### config.mk
export PLATFORM = sky130hd
export DESIGN_NAME = lc3b_line_responder
export DESIGN_NICKNAME = d
export VERILOG_FILES = /design/src/rtl/lc3b_line_responder.sv
export SDC_FILE = /design/constraint.sdc
export NUM_CORES = 1
export LEC_CHECK = 0
export ABC_AREA = 1
export BUFFER_PORTS_ARGS = -buffer_cell sky130_fd_sc_hd__buf_2
export CAP_MARGIN = 20
export CORE_MARGIN = 10
export CORE_UTILIZATION = 49
export CTS_CLUSTER_SIZE = 30
export DETAILED_ROUTE_END_ITERATION = 8
export PLACE_DENSITY = 0.71
export SLEW_MARGIN = 20
export SYNTH_ARGS = -nofsm -noshare
export SYNTH_HDL_FRONTEND = slang
export SYNTH_SLANG_ARGS = --single-unit
### constraint.sdc
create_clock -name clk -period 2.8 [get_ports clk]
set_input_delay 0.42 -clock clk [delete_from_list [all_inputs] [get_ports clk]]
set_output_delay 0.42 -clock clk [all_outputs]
set_load 0.05 [all_outputs]
### src/rtl/lc3b_line_responder.sv
// lc3b_line_responder: turns 128-bit line reads/writes from an LC-3b cache
// into eight 16-bit word beats on a simple req/ack word-memory port.
// Each beat is held until mem_ack. The ack of the eighth beat ends the
// transfer, and a one-cycle pmem_resp pulse follows.
// Optional feature macro: LINE_RESP_CRITICAL_WORD_FIRST_EN. When it is
// defined, a read starts at beat pmem_address[3:1] and wraps around.
// Writes always start at beat 0.
module lc3b_line_responder #(
  parameter int ADDR_W     = 16,
  parameter int LINE_WORDS = 8
) (
  input  logic              clk,
  input  logic              rst_n,
  input  logic              pmem_read,
  input  logic              pmem_write,
  input  logic [ADDR_W-1:0] pmem_address,
  input  logic [127:0]      pmem_wdata,
  output logic              pmem_resp,
  output logic [127:0]      pmem_rdata,
  output logic              mem_req,
  output logic              mem_we,
  output logic [ADDR_W-1:0] mem_addr,
  output logic [15:0]       mem_wdata,
  input  logic              mem_ack,
  input  logic [15:0]       mem_rdata
);

  typedef enum logic [1:0] {
    IDLE  = 2'd0,
    READ  = 2'd1,
    WRITE = 2'd2,
    RESP  = 2'd3
  } state_t;

  // done_r value at which the current ack completes the line
  localparam logic [3:0] LAST_DONE = 4'(LINE_WORDS - 1);

  state_t              state_r;
  logic [ADDR_W-5:0]   line_r;
  logic [127:0]        wline_r;
  logic [2:0]          beat_r;
  logic [3:0]          done_r;

  logic [2:0]          start_beat_s;
  logic [2:0]          next_beat_s;
  logic [6:0]          word_base_s;
  logic                unused_s;

  // Extract 16-bit word idx from a 128-bit line
  function automatic logic [15:0] word_of(input logic [127:0] line,
                                          input logic [2:0]   idx);
    logic [6:0] base;
    base    = {idx, 4'b0000};
    word_of = line[base +: 16];
  endfunction

  // Starting read beat, next beat (3-bit wrap) and the rdata word offset
  always_comb begin
    start_beat_s = 3'd0;
`ifdef LINE_RESP_CRITICAL_WORD_FIRST_EN
    if (pmem_write) begin
      start_beat_s = 3'd0;
    end else begin
      start_beat_s = pmem_address[3:1];
    end
`else
    start_beat_s = 3'd0;
`endif
    next_beat_s = beat_r + 3'd1;
    word_base_s = {beat_r, 4'b0000};
  end

  // Byte-within-word bit and, in some builds, the whole low nibble are unused
  assign unused_s = ^pmem_address[3:0];

  // Transfer FSM with registered word-port and line-port outputs
  always_ff @(posedge clk or negedge rst_n) begin
    if (!rst_n) begin
      state_r    <= IDLE;
      line_r     <= '0;
      wline_r    <= 128'd0;
      beat_r     <= 3'd0;
      done_r     <= 4'd0;
      pmem_resp  <= 1'b0;
      pmem_rdata <= 128'd0;
      mem_req    <= 1'b0;
      mem_we     <= 1'b0;
      mem_addr   <= '0;
      mem_wdata  <= 16'd0;
    end else begin
      case (state_r)
        IDLE: begin
          pmem_resp <= 1'b0;
          if (pmem_write) begin
            state_r   <= WRITE;
            line_r    <= pmem_address[ADDR_W-1:4];
            wline_r   <= pmem_wdata;
            beat_r    <= 3'd0;
            done_r    <= 4'd0;
            mem_req   <= 1'b1;
            mem_we    <= 1'b1;
            mem_addr  <= {pmem_address[ADDR_W-1:4], 3'd0, 1'b0};
            mem_wdata <= word_of(pmem_wdata, 3'd0);
          end else if (pmem_read) begin
            state_r   <= READ;
            line_r    <= pmem_address[ADDR_W-1:4];
            wline_r   <= pmem_wdata;
            beat_r    <= start_beat_s;
            done_r    <= 4'd0;
            mem_req   <= 1'b1;
            mem_we    <= 1'b0;
            mem_addr  <= {pmem_address[ADDR_W-1:4], start_beat_s, 1'b0};
            mem_wdata <= 16'd0;
          end else begin
            state_r <= IDLE;
            mem_req <= 1'b0;
            mem_we  <= 1'b0;
          end
        end
        READ: begin
          if (mem_ack) begin
            pmem_rdata[word_base_s +: 16] <= mem_rdata;
            beat_r   <= next_beat_s;
            done_r   <= done_r + 4'd1;
            mem_addr <= {line_r, next_beat_s, 1'b0};
            if (done_r == LAST_DONE) begin
              state_r   <= RESP;
              mem_req   <= 1'b0;
              mem_we    <= 1'b0;
              pmem_resp <= 1'b1;
            end else begin
              state_r <= READ;
            end
          end else begin
            state_r <= READ;
          end
        end
        WRITE: begin
          if (mem_ack) begin
            beat_r    <= next_beat_s;
            done_r    <= done_r + 4'd1;
            mem_addr  <= {line_r, next_beat_s, 1'b0};
            mem_wdata <= word_of(wline_r, next_beat_s);
            if (done_r == LAST_DONE) begin
              state_r   <= RESP;
              mem_req   <= 1'b0;
              mem_we    <= 1'b0;
              pmem_resp <= 1'b1;
            end else begin
              state_r <= WRITE;
            end
          end else begin
            state_r <= WRITE;
          end
        end
        RESP: begin
          // Requests still held here are deliberately not sampled
          pmem_resp <= 1'b0;
          state_r   <= IDLE;
        end
        default: begin
          state_r   <= IDLE;
          pmem_resp <= 1'b0;
          mem_req   <= 1'b0;
          mem_we    <= 1'b0;
        end
      endcase
    end
  end

endmodule

# Word level (Yosys, flattened, before mapping)

Cells that the tools add are included.

Bits in registers: 312
Input bits: 165
Output and inout port bits: 163
Logic and storage cells: 75

Add/subtract/negate cells: 3
Equal/unequal tests: 8
Shift-type cells: 3
Mux-type cells: 38
Reductions and logical operators: 12

Operators by type and width:

| kind                                                    | number |
|---|---|
| two-way mux 128 bit                                     | 2 |
| bitwise mux 128 bit                                     | 1 |
| variable shift 16 x 9 -> 128 bit (first input constant) | 1 |
| variable part select 128 x 8 -> 16 bit                  | 1 |
| variable part select 16 x 9 -> 128 bit                  | 1 |
| two-way mux 16 bit                                      | 6 |
| one-hot mux 16 bit (2 select lines)                     | 2 |
| two-way mux 12 bit                                      | 2 |
| two-way mux 4 bit                                       | 3 |
| two-way mux 1 bit                                       | 9 |
| two-way mux 3 bit                                       | 3 |
| negator 7 -> 9 bit                                      | 1 |
| AND reduction 3 bit                                     | 3 |
| two-way mux 2 bit                                       | 4 |
| one-hot mux 2 bit (4 select lines)                      | 1 |
| one-hot mux 4 bit (2 select lines)                      | 1 |
| one-hot mux 1 bit (2 select lines)                      | 3 |
| one-hot mux 3 bit (2 select lines)                      | 1 |
| AND reduction 2 bit                                     | 3 |
| nonzero test 2 bit                                      | 3 |
| adder 4 x 1 -> 4 bit (second input constant)            | 1 |
| equality test 2 bit (second input constant)             | 2 |
| equality test 4 x 3 -> 1 bit (second input constant)    | 1 |
| inequality test 2 x 1 -> 1 bit (second input constant)  | 2 |
| 6 further kinds                                         | 7 |

# Longest topological paths before layout

Gate-level depths: netlist of run 1.

Depth in word-level cells: 4
Gate-level depth with buffers: 13
Depth with buffers taken out: 9

# Worst setup path after synthesis of run 1

OpenSTA, ideal clock, no wires.

Path kind: register to register
From: reg beat_r[0]
To: reg pmem_rdata[23]
Library setup time: 0.122 ns
Data arrival time: 2.507 ns
Required time: 2.678 ns
Setup slack: 0.171 ns
Cell stages (with the launch flop): 13
Path buffers: 4
Clock period less this slack: 2.629 ns
Path through: dfrtp_1 -> buf_4 -> inv_2 -> buf_2 -> buf_2 -> ha_1 -> ha_1 -> inv_1 -> nor4_4 -> inv_2 -> buf_2 -> nand2_1 -> o21ai_1

Longest elaborated chain between the ends: 3
Elaborated cells between the ends (all ways): 4
Those cells by class: add/sub: 1; shift: 2; mux: 1

Ends and longest elaborated chain:

| element                                                                                    | RTL line | text |
|---|---|---|
| start: declaration                                                                         | 41       | `logic [2:0] beat_r;` |
| start signal: assignment                                                                   | 108      | `beat_r <= start_beat_s;` |
| start signal: assignment                                                                   | 123      | `beat_r <= next_beat_s;` |
| start signal: assignment                                                                   | 140      | `beat_r <= next_beat_s;` |
| negator 7 -> 9 bit (*)                                                                     | 122      | `pmem_rdata[word_base_s +: 16] <= mem_rdata;` |
| variable part select 16 x 9 -> 128 bit or variable shift 16 x 9 -> 128 bit (tied branches) | 122      |  |
| bitwise mux 128 bit (*)                                                                    | 122      |  |
| end signal: indexed assignment                                                             | 122      |  |
| end: declaration                                                                           | 19       | `output logic [127:0] pmem_rdata,` |

Every way passes the cells marked *; elsewhere a longest branch is shown, timed or not.
A chain may end at the register's enable or synchronous reset.

# Final worst setup path of run 1

From: reg beat_r[0]
To: reg pmem_rdata[100]

Same word-level chain as after synthesis.

==> insert_results.sql, run 1 <==
INSERT INTO impl_metrics (metric_group, metric, value, unit) VALUES
('flow_run', 'max_cap_violations', '0', ''),
('detailed_routing', 'drt.antenna.violating_nets', '0', ''),
('yosys', 'synth.lib_cells_used.distinct', '30', ''),
('sta', 'worst_hold_slack', '0.115', 'ns'),
('place', 'port_buffers', '322', ''),
('die', 'die_area', '33900', 'um2'),
('yosys', 'syn-mean-instance-area', '8.56', 'um2'),
('hold_path', 'min_path_type', 'in2reg', ''),
('setup_path', 'cp.required', '3.20', 'ns'),
('sta', 'worstMarginPinSlew', '0.764', 'ns'),
('yosys', 'post_synth_inst_count', '1543', ''),
('clocking', 'cts_buffer_depth', '3', ''),
('pwr', 'report.power.total', '20.8', 'mW'),
('yosys', 'ys_warn_count', '0', ''),
('setup_path', 'reg2regPathDepth', '8', ''),
('die', 'std_cell_rows', '60', ''),
('clocking', 'cts_buffers', '34', ''),
('yosys', 'synthesis.nets', '1716', ''),
('setup_path', 'path_max_fanout', '32', ''),
('pwr', 'ir_drop', '698', 'uV'),
('place', 'dp_hpwl', '28.4', 'mm'),
('detailed_routing', 'wl', '39.9', 'mm'),
('setup_path', 'timing.setup.critical_path_class', 'reg2reg', ''),
('global_route', 'grt_pass1_wl', '62.8', 'mm'),
('setup_path', 'cp-end-kind', 'flop', ''),
('clocking', 'cts_resized', '0', ''),
('die', 'die_height', '184', 'um'),
('sta', 'maxSlewHeadroom', '0.491', ''),
('clocking', 'cts_sinks', '308', ''),
('clocking', 'ctsRootBufferMaster', 'sky130_fd_sc_hd__clkbuf_16', ''),
('detailed_routing', 'detailedRoute.firstPassIterationCount', '5', ''),
('sta', 'slew_violations', '0', ''),
('hold_path', 'holdPathStages', '3', ''),
('clocking', 'holdBufCountCts', '1', ''),
('yosys', 'synth_seq_area_share', '0.584', ''),
('detailed_routing', 'dr_vias', '11400', ''),
('layout', 'area_growth_syn_to_layout', '22.9', '%'),
('detailed_routing', 'average_wire_per_cell_in_the_routed_design', '18.1', 'um'),
('sta', 'rsz0062_at_grt', 'no', ''),
('sta', 'fin_tns_setup', '0', 'ns'),
('pwr', 'p_per_area', '1280', 'nW/um2'),
('clocking', 'clkSlewWorstSetupHoldPaths', '0.06', 'ns'),
('layout', 'layout.core_utilization', '0.607', ''),
('die', 'die_w', '184', 'um'),
('setup_path', 'startpoint_type', 'flop', ''),
('sta', 'final-setup-viol-count', '0', ''),
('clocking', 'post_cts_buffers', '0', ''),
('global_route', 'antenna_violations_before_repair', '2', ''),
('clocking', 'cts.htree.levels', '2', ''),
('global_route', 'global_route.usage.total', '0.233', ''),
('detailed_routing', 'drt_first_iter_violations', '949', ''),
('sta', 'max_freq', '0.429', 'GHz'),
('sta', 'finalClockSkew', '0.0231', 'ns'),
('clocking', 'cts_tree', 'built', ''),
('yosys', 'ys_seq_elements', '308', ''),
('global_route', 'gr-total-overflow', '0', ''),
('die', 'ioPinCount', '328', ''),
('layout', 'post_route_cells_drive_above_1_share', '0.225', ''),
('sta', 'hold_violations', '0', ''),
('sta', 'layout_worst_path_cycle_share', '0.833', ''),
('layout', 'finalNetCount', '2009', ''),
('die', 'design.core.area', '26700', 'um2'),
('pwr', 'static-leakage-power', '8.58', 'nW'),
('detailed_routing', 'route.detailed.vias_per_inst', '5.19', ''),
('detailed_routing', 'drcViolationCount', '0', ''),
('global_route', 'largest_net_degree_at_the_start_of_global_routing', '87', ''),
('setup_path', 'arrival', '2.73', 'ns'),
('yosys', 'syn_area', '13200', 'um2'),
('global_route', 'first_global_vias', '11600', ''),
('place', 'globalplace.congestion', '0.855', ''),
('clocking', 'worst_skew_pair.late_latency', '0.51', 'ns'),
('status', 'outcome', 'complete, no violations', ''),
('sta', 'final.min_clock_period', '2.33', 'ns'),
('die', 'floorplan.initialDensity', '0.494', '');
[cell usage after synthesis]
cell,n,share of area
sky130_fd_sc_hd__a21oi_1,55,0.021
sky130_fd_sc_hd__inv_4,1,0.00047
sky130_fd_sc_hd__inv_2,4,0.0011
sky130_fd_sc_hd__nand4_1,2,0.00095
sky130_fd_sc_hd__xnor2_1,2,0.0013
sky130_fd_sc_hd__nand3_2,4,0.0030
sky130_fd_sc_hd__a21o_1,1,0.00057
sky130_fd_sc_hd__nand3_1,126,0.048
sky130_fd_sc_hd__buf_4,5,0.0028
sky130_fd_sc_hd__buf_2,52,0.020
sky130_fd_sc_hd__conb_1,1,0.00028
sky130_fd_sc_hd__nor2_8,1,0.0015
sky130_fd_sc_hd__nor2_2,2,0.00095
sky130_fd_sc_hd__o31ai_1,3,0.0017
sky130_fd_sc_hd__o21ai_0,233,0.088
sky130_fd_sc_hd__buf_1,3,0.00085
sky130_fd_sc_hd__ha_1,8,0.0076
sky130_fd_sc_hd__dfrtp_1,308,0.58
sky130_fd_sc_hd__nor4_4,1,0.0016
sky130_fd_sc_hd__o21ai_1,43,0.016
sky130_fd_sc_hd__nand2_1,430,0.12
sky130_fd_sc_hd__clkbuf_1,29,0.0082
sky130_fd_sc_hd__buf_6,1,0.00085
sky130_fd_sc_hd__nand4_2,1,0.00095
sky130_fd_sc_hd__mux2i_1,1,0.00076
sky130_fd_sc_hd__o22ai_1,2,0.00095
sky130_fd_sc_hd__inv_1,174,0.049
sky130_fd_sc_hd__nand2_2,3,0.0014
sky130_fd_sc_hd__nor2_1,46,0.013
sky130_fd_sc_hd__xor2_1,1,0.00066
[metrics by stage]
stage / area [um2] / std cells / worst slack [ns]
6_report: 16200 / 2203 / 0.466
5_1_grt: 16200 / 2203 / 0.224
4_1_cts: 16200 / 2202 / 0.458
3_5_place_dp: 15100 / 2140 / 0.465
3_3_place_gp: 15100 / 2140 / 0.559
2_1_floorplan: 13200 / 1543 / 0.171
[logic make-up after synthesis]
family,after synthesis,synth area share
AND/OR/NAND/NOR,616,0.193
other,1,0.000284
AO/OA/AOI/OAI,337,0.129
flip-flops,308,0.584
adder cells (fa/ha/maj),8,0.00758
buffers and inverters,269,0.0836
multiplexers,1,0.000758
XOR/XNOR,3,0.00199
[critical path: stages, from the launching register on]
cell and delay, ns:
sky130_fd_sc_hd__dfrtp_4 0.47, sky130_fd_sc_hd__inv_2 0.08, sky130_fd_sc_hd__ha_2 0.18, sky130_fd_sc_hd__ha_1 0.28, sky130_fd_sc_hd__inv_1 0.16, sky130_fd_sc_hd__nand3_1 0.09, sky130_fd_sc_hd__inv_1 0.10, sky130_fd_sc_hd__nand3_2 0.47
sky130_fd_sc_hd__o21ai_0 0.37
[flip-flops by register name, summed over array words and instances (netlist names)]
signal	flops
state_r	2
mem_wdata	16
mem_req	1
mem_we	1
line_r	12
wline_r	128
pmem_resp	1
mem_addr	13
done_r	4
pmem_rdata	128
beat_r	2
[layout by cell type (no fill, tap or decap), types with 2 or more instances in the layout]
cell type	instances
sky130_fd_sc_hd__o31ai_1	3
sky130_fd_sc_hd__clkinv_8	2
sky130_fd_sc_hd__clkinv_2	5
sky130_fd_sc_hd__nor2_2	2
sky130_fd_sc_hd__a21oi_1	55
sky130_fd_sc_hd__nand3_1	126
sky130_fd_sc_hd__ha_1	7
sky130_fd_sc_hd__o21ai_1	43
sky130_fd_sc_hd__clkbuf_8	8
sky130_fd_sc_hd__nand4_1	2
sky130_fd_sc_hd__inv_1	174
sky130_fd_sc_hd__nor2_1	45
sky130_fd_sc_hd__clkbuf_1	9
sky130_fd_sc_hd__nand2_2	3
sky130_fd_sc_hd__buf_2	321
sky130_fd_sc_hd__o22ai_1	2
sky130_fd_sc_hd__nand2_1	430
sky130_fd_sc_hd__buf_12	6
sky130_fd_sc_hd__o21ai_0	233
sky130_fd_sc_hd__nand3_2	4
sky130_fd_sc_hd__dfrtp_1	307
sky130_fd_sc_hd__buf_4	18
sky130_fd_sc_hd__clkbuf_16	35
sky130_fd_sc_hd__inv_2	4
[per-layer routing]
metal	GRT usage	vias to the layer above	routed length (um)
met5	0	-	7
met4	0.0741	2	1160
met3	0.0768	75	3920
met2	0.375	406	18700
met1	0.290	5457	16100
li1	-	5504	-
[area by class of cell]
class                      instances  area, um2
timing repair buffer             347       1890
antenna                            1       2.50
fill                            2363      10500
clock inverter                     9       95.1
tap                              341        427
sequential                       308       7710
clock buffer                      52       1020
multi-input combinational        966       4410
inverter                         179        674
[power breakdown]
part	switching, mW	internal, mW
combinational	7.03	2.49
clock	1.79	2.62
sequential	0.713	6.19
total	9.54	11.3
[path summary, 6_finish.rpt]
path | start | end | slack (ns)
max in group asynchronous | rst_n | pmem_rdata[41] | 1.54
min in group asynchronous | rst_n | wline_r[28] | 0.44
min | pmem_wdata[47] | wline_r[47] | 0.11
max | beat_r[0] | pmem_rdata[100] | 0.47
min reg2reg | pmem_rdata[99] | pmem_rdata[99] | 0.48
max reg2reg | beat_r[0] | pmem_rdata[100] | 0.47
(Power assumes the default switching activity.)
==> run 2: changes to the inputs <==
Settings changed: CORE_UTILIZATION 49 to 48, PLACE_DENSITY 0.71 to 0.73.
Clock period 2.8 ns to 1.95 ns, I/O delays scaled along.
==> run 2 against run 1 <==
Effect of this change:
- cell count grew 2.2%
- die area is 1.9% higher
- sequential cell count unchanged
- count of clock-buffer cells in the layout down 1
- largest power group unchanged
- wire length grew 5.1%
- setup slack got worse by 0.41 ns
==> insert_results.sql, run 2 (synthesis gave the netlist of run 1 again) <==
INSERT INTO impl_metrics (metric_group, metric, value, unit) VALUES
('status', 'outcome', 'complete, no violations', ''),
('pwr', 'power_share_of_the_clock_group', '0.197', ''),
('die', 'ioPinCount', '328', ''),
('sta', 'finalClockSkew', '0.0235', 'ns'),
('detailed_routing', 'route.detailed.vias_per_inst', '5.26', ''),
('sta', 'final.min_clock_period', '1.89', 'ns'),
('pwr', 'cellInternalPower', '16.7', 'mW'),
('die', 'die_w', '186', 'um'),
('global_route', 'gr-total-overflow', '0', ''),
('setup_path', 'setup.reg_to_reg.worst_slack', '0.06', 'ns'),
('pwr', 'static-leakage-power', '8.90', 'nW'),
('hold_path', 'hold_path_startpoint', 'pmem_wdata[49]', ''),
('global_route', 'first_global_vias', '12000', ''),
('hold_path', 'hold_path_end', 'wline_r[49]', ''),
('layout', 'antenna_cells', '0', ''),
('setup_path', 'cp-end-kind', 'flop', ''),
('global_route', 'antenna_violations_before_repair', '0', ''),
('sta', 'worstMarginPinSlew', '0.736', 'ns'),
('detailed_routing', 'drcViolationCount', '0', ''),
('layout', 'post_route_cells_drive_above_1_share', '0.232', ''),
('detailed_routing', 'average_wire_per_cell_in_the_routed_design', '18.6', 'um'),
('hold_path', 'holdPathStages', '3', ''),
('setup_path', 'crit_chain', 'buf_8, ha_1, xor2_1, buf_6, nand3_1, nand3_1, a21oi_1', ''),
('setup_path', 'r2r_end', 'mem_wdata[10]', ''),
('layout', 'layout_commonest_cell', 'sky130_fd_sc_hd__nand2_1', ''),
('pwr', 'ir_drop', '911', 'uV'),
('place', 'dp_hpwl', '29.1', 'mm'),
('pwr', 'share_seq_of_total_power', '0.323', ''),
('clocking', 'ctsRootBufferMaster', 'sky130_fd_sc_hd__clkbuf_16', ''),
('detailed_routing', 'dr_vias', '11800', ''),
('layout', 'fin_cells', '2251', ''),
('clocking', 'cts_buffers', '35', ''),
('pwr', 'share_comb_of_total_power', '0.480', ''),
('pwr', 'p_per_area', '1810', 'nW/um2'),
('global_route', 'global_route.usage.total', '0.235', ''),
('die', 'die_area', '34500', 'um2'),
('detailed_routing', 'detailedRoute.firstPassIterationCount', '7', ''),
('setup_path', 'reg2regPathDepth', '7', ''),
('hold_path', 'min_path_type', 'in2reg', ''),
('sta', 'layout_worst_path_cycle_share', '0.971', ''),
('die', 'design.core.area', '27000', 'um2'),
('place', 'port_buffers', '322', ''),
('layout', 'most-common-layout-cells', '427 x sky130_fd_sc_hd__nand2_1, 320 x sky130_fd_sc_hd__buf_2, 307 x sky130_fd_sc_hd__dfrtp_1', ''),
('layout', 'finalNetCount', '2061', ''),
('setup_path', 'timing.setup.critical_path_class', 'reg2reg', ''),
('detailed_routing', 'drt.antenna.violating_nets', '0', ''),
('clocking', 'worst_skew_pair.late_latency', '0.51', 'ns'),
('sta', 'slew_violations', '0', ''),
('clocking', 'cts.htree.levels', '2', ''),
('sta', 'hold_violations', '0', ''),
('layout', 'reg.largest.list', 'pmem_rdata (128), wline_r (128), mem_wdata (16)', ''),
('setup_path', 'path_max_fanout', '25', ''),
('setup_path', 'arrival', '2.29', 'ns'),
('clocking', 'cts_buffer_depth', '3', ''),
('die', 'die_height', '186', 'um'),
('flow_run', 'max_cap_violations', '0', ''),
('sta', 'final-setup-viol-count', '0', ''),
('clocking', 'clkSlewWorstSetupHoldPaths', '0.06', 'ns'),
('clocking', 'cts_sinks', '308', ''),
('sta', 'rsz0062_at_grt', 'yes', ''),
('sta', 'max_freq', '0.528', 'GHz'),
('place', 'numPlacedInstances', '2151', ''),
('die', 'std_cell_rows', '60', ''),
('clocking', 'cts_tree', 'built', ''),
('setup_path', 'cp.required', '2.34', 'ns'),
('pwr', 'report.power.total', '30.8', 'mW'),
('global_route', 'grt_pass1_wl', '64.3', 'mm'),
('pwr', 'total_switching_power', '14.1', 'mW'),
('setup_path', 'critical-path-top-cell-by-count', 'sky130_fd_sc_hd__nand3_1', ''),
('detailed_routing', 'wl', '41.9', 'mm'),
('setup_path', 'max_stage_delay', '0.49', 'ns'),
('setup_path', 'worstReg2RegStart', 'beat_r[0]', ''),
('setup_path', 'startpoint_type', 'flop', ''),
('place', 'globalplace.congestion', '0.842', ''),
('die', 'floorplan.initialDensity', '0.489', ''),
('global_route', 'largest_net_degree_at_the_start_of_global_routing', '74', ''),
('layout', 'area_growth_syn_to_layout', '28.8', '%'),
('setup_path', 'cpMaxStageDelayCell', 'sky130_fd_sc_hd__dfrtp_4', ''),
('sta', 'maxSlewHeadroom', '0.509', ''),
('pwr', 'p_sw_frac', '0.457', ''),
('detailed_routing', 'drt_first_iter_violations', '1011', '');
-- run 2: changes by cell type in the layout (fill, tap and decap cells not counted), moves of 3 or more --
cell | before | now
sky130_fd_sc_hd__dlygate4sd3_1 | 1 | 36
sky130_fd_sc_hd__buf_12 | 6 | 18
sky130_fd_sc_hd__buf_4 | 18 | 13
sky130_fd_sc_hd__inv_1 | 174 | 169
sky130_fd_sc_hd__clkbuf_8 | 8 | 4
sky130_fd_sc_hd__nor2_1 | 45 | 41
sky130_fd_sc_hd__buf_16 | 0 | 3
sky130_fd_sc_hd__buf_6 | 0 | 3
sky130_fd_sc_hd__clkbuf_16 | 35 | 38
sky130_fd_sc_hd__ha_4 | 0 | 3
sky130_fd_sc_hd__nand2_1 | 430 | 427
-- run 2: per-stage QoR --
step	instance area [um2]	setup TNS [ns]	utilization	setup slack [ns]	hold WS, ns
finish	17000	0	0.629	0.0563	0.00897
global route	17000	-0.279	0.629	-0.0365	0.00800
CTS	16900	0	0.625	0.00716	0.00117
detailed placement	15400	-0.623	0.571	-0.0821	0.195
global placement	15400	-0.0409	0.571	-0.00713	0.194
floorplan	13400	-26.21	-	-0.262	-0.00309
-- run 2: power groups by stage --
stage / sequential, mW / combinational (mW) / clock [mW]
3_5_place_dp: 10.0 / 14.4 / 0
2_1_floorplan: 13.3 / 6.96 / 0
4_1_cts: 9.94 / 14.7 / 6.17
3_3_place_gp: 9.93 / 14.1 / 0
6_report: 9.96 / 14.8 / 6.07
5_1_grt: 10.2 / 16.1 / 6.47
-- run 2: area by class of cell --
cell class                      instances  area, um2
Clock inverter                          8       57.6
Clock buffer                           51        997
Fill cell                            2251      10000
Multi-Input combinational cell        966       4480
Timing Repair Buffer                  398       2650
Tap cell                              341        427
Sequential cell                       308       7710
Inverter                              179        684
-- run 2: worst max path at each step --
stage	start	endpoint	slack, ns
floorplan	beat_r[0]	pmem_rdata[23]	-0.26
global placement	state_r[0]	mem_wdata[8]	-0.007
detailed placement	state_r[0]	mem_wdata[2]	-0.08
CTS	beat_r[0]	mem_addr[1]	0.007
global route	beat_r[1]	pmem_rdata[28]	-0.04
finish	beat_r[0]	mem_wdata[10]	0.06
-- run 2: worst max-delay path: cells and delay by family, from the launching register on --
kind,cells,cell delay [ns]
AND/OR/NAND/NOR,2,0.31
XOR/XNOR,1,0.26
adder cells (fa/ha/maj),1,0.25
buffers and inverters,2,0.40
flip-flops,1,0.49
AO/OA/AOI/OAI,1,0.06
-- run 2: repair_timing --
| item | in CTS | in global routing |
|---|---|---|
| hold buffers | 35 | 1 |
| endpoints found under the hold margin | 66 | 1 |
| setup buffers | 0 | 1 |
| pin swaps | 0 | 2 |
| endpoints found under the setup margin | 17 | 21 |
| gates cloned | 1 | 3 |
| gates resized for setup | 6 | 10 |
-- run 2: routing by layer --
metal	share of wire	track usage	up-vias	wire length, um
met5	0	0	-	0
met4	0.032	0.0777	0	1340
met3	0.094	0.0704	82	3930
met2	0.48	0.388	513	20100
met1	0.39	0.289	5660	16500
li1	-	-	5591	-
